--- src/rtl/riscv_32i_defs_pkg.sv ---
// riscv_32i_defs_pkg: shared ALU types, op encodings and the ALU arbiter FSM state type.
package riscv_32i_defs_pkg;
    typedef logic [3:0] alu_op_t;
    typedef logic [31:0] word_t;
    localparam alu_op_t ALU_ADD  = 4'd0;
    localparam alu_op_t ALU_SUB  = 4'd1;
    localparam alu_op_t ALU_AND  = 4'd2;
    localparam alu_op_t ALU_OR   = 4'd3;
    localparam alu_op_t ALU_XOR  = 4'd4;
    localparam alu_op_t ALU_SLL  = 4'd5;
    localparam alu_op_t ALU_SRL  = 4'd6;
    localparam alu_op_t ALU_SRA  = 4'd7;
    localparam alu_op_t ALU_SLT  = 4'd8;
    localparam alu_op_t ALU_SLTU = 4'd9;
    typedef enum logic [1:0] {IDLE, EXEC, RESP} arb_state_t;
endpackage

--- src/rtl/rr_arbiter.sv ---
// rr_arbiter: picks the first requester at or after ptr (wrapping); one-hot grant plus index.
// ALU_ARB_FIXED_PRIO_EN: ptr is ignored and the lowest requesting index always wins.
module rr_arbiter
    import riscv_32i_defs_pkg::*;
#(
    parameter int NUM_REQ = 2,
    localparam int ID_W = $clog2(NUM_REQ)
) (
    input  logic [NUM_REQ-1:0] req,
    input  logic [ID_W-1:0]    ptr,
    output logic [NUM_REQ-1:0] grant,
    output logic [ID_W-1:0]    idx
);
    logic [ID_W-1:0] base;
`ifdef ALU_ARB_FIXED_PRIO_EN
    assign base = '0;
`else
    assign base = ptr;
`endif
    // Scan offsets from farthest to nearest so the nearest requester is assigned last and wins.
    always_comb begin
        idx = '0;
        for (int k = NUM_REQ - 1; k >= 0; k--) begin
            if (req[ID_W'((int'(base) + k) % NUM_REQ)]) idx = ID_W'((int'(base) + k) % NUM_REQ);
        end
        grant = (|req) ? NUM_REQ'(1) << idx : '0;
    end
endmodule

--- src/rtl/alu_share_arbiter.sv ---
// alu_share_arbiter: shares one external ALU among NUM_REQ requesters, one op in flight.
// ALU_ARB_FIXED_PRIO_EN selects fixed lowest-index priority instead of round robin.
module alu_share_arbiter
    import riscv_32i_defs_pkg::*;
#(
    parameter int NUM_REQ = 2,
    localparam int ID_W = $clog2(NUM_REQ)
) (
    input  logic                 clk,
    input  logic                 rst,
    input  logic [NUM_REQ-1:0]   req_valid,
    output logic [NUM_REQ-1:0]   req_ready,
    input  logic [NUM_REQ*4-1:0] req_op,
    input  logic [NUM_REQ*32-1:0] req_a,
    input  logic [NUM_REQ*32-1:0] req_b,
    output logic                 rsp_valid,
    input  logic                 rsp_ready,
    output logic [31:0]          rsp_result,
    output logic                 rsp_zero,
    output logic [ID_W-1:0]      rsp_id,
    output logic [3:0]           alu_op,
    output logic [31:0]          alu_in_a,
    output logic [31:0]          alu_in_b,
    input  logic [31:0]          alu_result,
    input  logic                 alu_zero,
    output logic                 busy
);
    arb_state_t          state;
    alu_op_t             op;
    word_t               a, b;
    logic [ID_W-1:0]     ptr, gidx;
    logic [NUM_REQ-1:0]  grant;
    rr_arbiter #(.NUM_REQ(NUM_REQ)) u_arb (
        .req   (req_valid),
        .ptr   (ptr),
        .grant (grant),
        .idx   (gidx)
    );
    assign req_ready = (state == IDLE && !rst) ? grant : '0;
    assign busy      = state != IDLE;
    assign rsp_valid = state == RESP;
    assign alu_op    = op;
    assign alu_in_a  = a;
    assign alu_in_b  = b;
    always_ff @(posedge clk) begin
        if (rst) begin
            state      <= IDLE;
            op         <= ALU_ADD;
            a          <= '0;
            b          <= '0;
            rsp_id     <= '0;
            rsp_result <= '0;
            rsp_zero   <= 1'b0;
        end else begin
            case (state)
                IDLE: if (|req_valid) begin
                    op     <= req_op[{gidx, 2'b00} +: 4];
                    a      <= req_a[{gidx, 5'b00000} +: 32];
                    b      <= req_b[{gidx, 5'b00000} +: 32];
                    rsp_id <= gidx;
                    state  <= EXEC;
                end
                EXEC: begin
                    rsp_result <= alu_result;
                    rsp_zero   <= alu_zero;
                    state      <= RESP;
                end
                RESP: if (rsp_ready) state <= IDLE;
                default: state <= IDLE;
            endcase
        end
    end
`ifdef ALU_ARB_FIXED_PRIO_EN
    assign ptr = '0;
`else
    always_ff @(posedge clk) begin
        if (rst) ptr <= '0;
        else if (state == IDLE && |req_valid) ptr <= (gidx == ID_W'(NUM_REQ - 1)) ? '0 : gidx + 1'b1;
    end
`endif
endmodule

--- config.mk ---
export PLATFORM = sky130hd
export DESIGN_NAME = alu_share_arbiter
export DESIGN_NICKNAME = d
export VERILOG_FILES = /design/src/rtl/riscv_32i_defs_pkg.sv /design/src/rtl/rr_arbiter.sv /design/src/rtl/alu_share_arbiter.sv
export SDC_FILE = /design/constraint.sdc
export NUM_CORES = 1
export LEC_CHECK = 0
export ABC_AREA = 1
export CAP_MARGIN = 0
export CORE_ASPECT_RATIO = 1.1
export CORE_UTILIZATION = 43
export CTS_CLUSTER_DIAMETER = 40
export DETAILED_ROUTE_END_ITERATION = 10
export PLACE_DENSITY = 0.94
export SYNTH_ARGS = -nofsm -noshare
export SYNTH_HDL_FRONTEND = slang
export SYNTH_SLANG_ARGS = --single-unit
--- constraint.sdc ---
create_clock -name clk -period 2.38 [get_ports clk]
set_clock_uncertainty 0.1 [all_clocks]
set_input_delay 0.357 -clock clk [delete_from_list [all_inputs] [get_ports clk]]
set_output_delay 0.357 -clock clk [all_outputs]
set_load 0.02 [all_outputs]
* After elaboration in Yosys (flattened, before gate mapping)
Index checks and enable logic that the tools add are counted.
** Word-level totals
- Memory bits (read-only) :: 0
- Memories :: 0
- Bits of input ports :: 174
- Output and inout bits :: 106
- Latch bits :: 0
- Flip-flop bits (word level) :: 105
- RAM bits :: 0
** Cells by class
- Div/mod/pow operators :: 0
- Reduce and logical (&&, ||, !) cells :: 8
- Eq/ne operators :: 4
- Multiplexer cells :: 12
- $mul :: 0
- Bitwise logic cells :: 0
- Shift-type cells :: 4
- $add $sub $neg :: 2
- Magnitude comparators :: 2
** Operators with widths (number)
- 64-bit by 7-bit variable part select with 32-bit output :: 2
- 2-bit two-way mux :: 4
- 8-bit by 4-bit variable part select with 4-bit output :: 1
- 1-bit two-way mux :: 7
- 1-bit by 3-bit < comparator with 1-bit output, second input constant :: 2
- 2-bit case mux with 3 select lines :: 1
- 2-bit by 1-bit inequality test with 1-bit output, second input constant :: 2
- 2-bit AND reduction :: 2
- 1-bit adder, second input constant :: 2
- 2-bit by 1-bit equality test with 1-bit output, second input constant :: 1
- 2-bit equality test, second input constant :: 1
- 1-bit logical AND :: 2
- 2-bit logical NOT :: 1
- 2-bit nonzero test :: 1
- 2-bit OR reduction :: 1
- 1-bit by 1-bit left shift with 2-bit output, first input constant :: 1
- 1-bit logical NOT :: 1

* Depth between registers and ports, before layout
- Word-level depth :: 9
- Mapped depth :: 8
- Depth with buffers taken out :: 6

* Cells and area by module
Synthesis repeated with hierarchy kept, for this count alone.
** Unflattened totals
- Cells, all modules :: 830
- Area, all modules :: 4983.5 µm²
** By module, submodules not included
- alu_share_arbiter :: times used 1, area an instance 4949.7 µm², cells an instance 822
- rr_arbiter :: times used 1, area an instance 33.8 µm², cells an instance 8

* Worst setup path before layout
OpenSTA, ideal clock, no wires.
- Path type :: input-to-output
- Start :: input port req_valid[0]
- End :: output port req_ready[0]
- Data required time :: 1.923 ns
- Data arrival time :: 1.359 ns
- Slack :: 0.564 ns
- Stages on the path :: 6
- Buffers on the path :: 2
- Cells stage by stage :: buf_2 inv_1 nand2_2 nand2_2 buf_2 nor3_1
** On the way
- Longest elaborated chain between the ends :: 7
- Elaborated cells between the ends (all ways) :: 10
- Those cells by class :: 1 x shift; 8 x mux; 1 x reduce/logical
** Ends and longest elaborated chain
- from (decl) :: line alu_share_arbiter.sv:11 : input logic [NUM_REQ-1:0] req_valid,
- 1-bit two-way mux (implied by the code) (2 in a row) :: line rr_arbiter.sv:24 : if (req[ID_W'((int'(base) + k) % NUM_REQ)]) idx = ID_W'((int'(base) + k) % NUM_REQ);
- 1-bit two-way mux (2 in a row) :: line rr_arbiter.sv:24
- 1-bit by 1-bit left shift with 2-bit output :: line rr_arbiter.sv:26 : grant = (|req) ? NUM_REQ'(1) << idx : '0;
- 2-bit two-way mux * :: line rr_arbiter.sv:26
- 2-bit two-way mux * :: line alu_share_arbiter.sv:39 : assign req_ready = (state == IDLE && !rst) ? grant : '0;
- to (decl) :: line alu_share_arbiter.sv:12 : output logic [NUM_REQ-1:0] req_ready,
Mark *: on every way between the ends. The rest lies on a longest branch, timed or not. The select of a mux whose other input is x is not followed.

* Worst setup path in the final report
- Start :: input port req_valid[1]
- End :: output port req_ready[0]
** On the way
- Longest elaborated chain between the ends :: 3
** Ends and longest elaborated chain (line)
- 2-bit OR reduction :: rr_arbiter.sv:26
- 2-bit two-way mux :: rr_arbiter.sv:26
- 2-bit two-way mux :: alu_share_arbiter.sv:39
No other way between the ends.

==> results by group <==
Finish
  • Layout net count: 1318
  • # diodes: 0
  • Fraction of layout cells with a size suffix above 1: 3.05%
  • Fin util: 70.2%
  • Fillers: 953
  • Area added between synthesis and finish: 58.5%

Critical path
  • Worst setup path endpoint: req_ready[0]
  • Worst Reg-to-Reg Cells: 6
  • Reg2Reg Capture Point: alu_in_a[6]
  • CP required: 1.92 ns
  • WS Path Type: in2out
  • Worst setup SP type: input pin
  • Crit-path max FO: 2
  • CP Launch Point: req_valid[1]
  • WP data arrival: 1.80 ns
  • Reg-to-Reg Start: state[0]
  • Worst reg-to-reg setup slack: 0.70 ns
  • Crit. End Element: output port

Floorplan
  • Rows: 42
  • Die W: 109 um
  • Die Footprint: 0.0130 sq mm
  • Core area: 0.0121 sq mm
  • Initial core utilization: 44.3%
  • Die Height: 119 um
  • I/O pins: 280

Timing
  • Setup WS post-layout: 0.122 ns
  • Least-Margin Pin Slew: 0.773 ns
  • Unrepaired setup endpoints after global routing: false
  • Final hold violation count: 0
  • Final Setup Violations: 0
  • Slew Viols, Final: 0
  • Headroom to the max-slew limit: 48.4%
  • Post-layout min period: 2.26 ns
  • FMAX: 443 MHz
  • Fin Setup TNS: 0 ns
  • Fin crit share: 94.9%

Clock network
  • Clock Latency Late Sink: 0.34 ns
  • H-Tree Depth: 3
  • Cts repair resizes: 0
  • CTS tree: done
  • Clock tree sinks: 105
  • Cts bufs inserted: 9
  • CTS root buf: clkbuf_16
  • CTS Hold Bufs: 0
  • Postcts setup bufs: 0
  • Clock-pin slew on the worst setup and hold paths: 0.07 ns
  • Clock buffer depth: 2

Drt
  • Drt wl/cell: 13.7 um
  • DRT Pass-1 Iters: 4
  • Drt first-iter violations: 414
  • Vias after detailed routing: 6289
  • Post-route ant nets: 0
  • Vias/cell: 4.83
  • Final WL: 17.8 mm
  • Residual DRC count: 0

Global routing
  • Largest net degree at the start of global routing: 71
  • Vias in the first global route: 5763
  • First-pass GRT wire length: 27.6 mm
  • Global route total overflow: 0
  • Initial antenna violation count: 0
  • All-layer global routing usage: 27.0%

Worst hold path
  • Hold Path Class: reg2reg

Synthesis
  • Yosys reg bits: 105
  • Avg Cell Area, Syn: 5.96 sq um
  • Warnings, synthesis: 0
  • Syn_nets: 1076
  • Asr flop ratio synth: 0%
  • Post-Syn Area: 0.00538 sq mm
  • Synth cell types: 16
  • Number of synthesized flops with an enable pin: 0
  • Post-synthesis sequential area ratio: 39.1%
  • Synth Instances: 902
  • Ys flop type: dfxtp_1

Pwr
  • LEAKAGE: 3.98 nW
  • Total power: 5.70 mW
  • Peak supply drop: 421 uV
  • Pwr Density: 669 mW/mm^2

Placed design
  • Pre-CTS setup slack: 0.128 ns
  • Port bufs: 279
  • Placer congestion estimate: 0.828
  • Post-DP HPWL: 12.0 mm

Flow run
  • Max_cap viols: 0

Outcome
  • Status: complete, no violations
==> registers in the layout, indices dropped and copies added, names as in the netlist <==
| signal | count |
|---|---|
| rsp_zero | 1 |
| rsp_id | 1 |
| rsp_result | 32 |
| alu_op | 4 |
| alu_in_b | 32 |
| state | 2 |
| ptr | 1 |
| alu_in_a | 32 |
==> Yosys cell counts, types with 2 or more instances <==
| cell type | count | share of area (%) |
|---|---|---|
| nor2_1 | 274 | 19 |
| nand2_1 | 142 | 9.9 |
| nand2_2 | 2 | 0.23 |
| clkbuf_1 | 23 | 1.6 |
| a21oi_1 | 3 | 0.28 |
| dfxtp_1 | 105 | 39 |
| o21ai_0 | 33 | 3.1 |
| nand3_1 | 136 | 13 |
| buf_1 | 3 | 0.21 |
| inv_1 | 143 | 10 |
| buf_2 | 31 | 2.9 |
| buf_4 | 3 | 0.42 |
==> cell usage in the layout (no fill, tap or decap), types with 2 or more instances in the layout <==
cell type	instances
dfxtp_1	104
inv_2	2
a21oi_1	3
nand3_1	136
clkbuf_16	9
nand2_1	142
nor2_1	274
bufinv_16	3
o21ai_0	33
clkdlybuf4s50_1	278
inv_1	142
nand2_2	2
inv_6	2
buf_4	12
==> final cells by class <==
class	count	area, sq um	area share, %
clock buffer	10	229	2.69
clock inverter	6	113	1.32
inverter	144	541	6.34
multi-input combinational	592	2450	28.7
sequential	105	2100	24.7
tap	154	193	2.26
timing repair buffer	292	2900	34.0
==> worst max-delay path, stage by stage <==
cell and delay, ns:
clkdlybuf4s50_1 0.47, inv_1 0.05, nand2_2 0.07, nand2_2 0.06, nor3_1 0.13, clkdlybuf4s50_1 0.66
==> kinds of logic after synthesis <==
family          synth area share (%)
compound gates                  3.35
buf+inv                         15.4
flops                           39.1
simple gates                    42.2
==> metal layers <==
metal / GRT usage [%] / vias to the layer above / routed length, um
li1: - / 3169 / -
met1: 30.3 / 2796 / 7030
met2: 47.3 / 258 / 8730
met3: 5.86 / 66 / 1220
met4: 13.7 / 0 / 850
met5: 0 / - / 0
==> metrics by stage <==
step	instance area [sq um]	hold WS, ns	cells
2_1_floorplan	5380	0.326	902
3_3_place_gp	8190	0.351	1287
3_5_place_dp	8190	0.357	1287
4_1_cts	8530	0.368	1303
5_1_grt	8530	0.385	1303
6_report	8530	0.363	1303
==> power by group <==
| part | internal [mW] | switching (mW) | leakage [nW] | total (mW) |
|---|---|---|---|---|
| clock | 1.04 | 0.684 | 0.167 | 1.72 |
| combinational | 0.892 | 1.02 | 2.94 | 1.91 |
| sequential | 1.97 | 0.107 | 0.871 | 2.07 |
==> worst min path at each step <==
stage / from / end / cells after the start
floorplan: rst / rsp_id / 1
finish: rsp_id / rsp_id / 2
global placement: rsp_id / rsp_id / 2
CTS: rsp_id / rsp_id / 2
detailed placement: rsp_id / rsp_id / 2
global route: rsp_id / rsp_id / 2
Note: power is estimated with default switching activity, not from simulation.
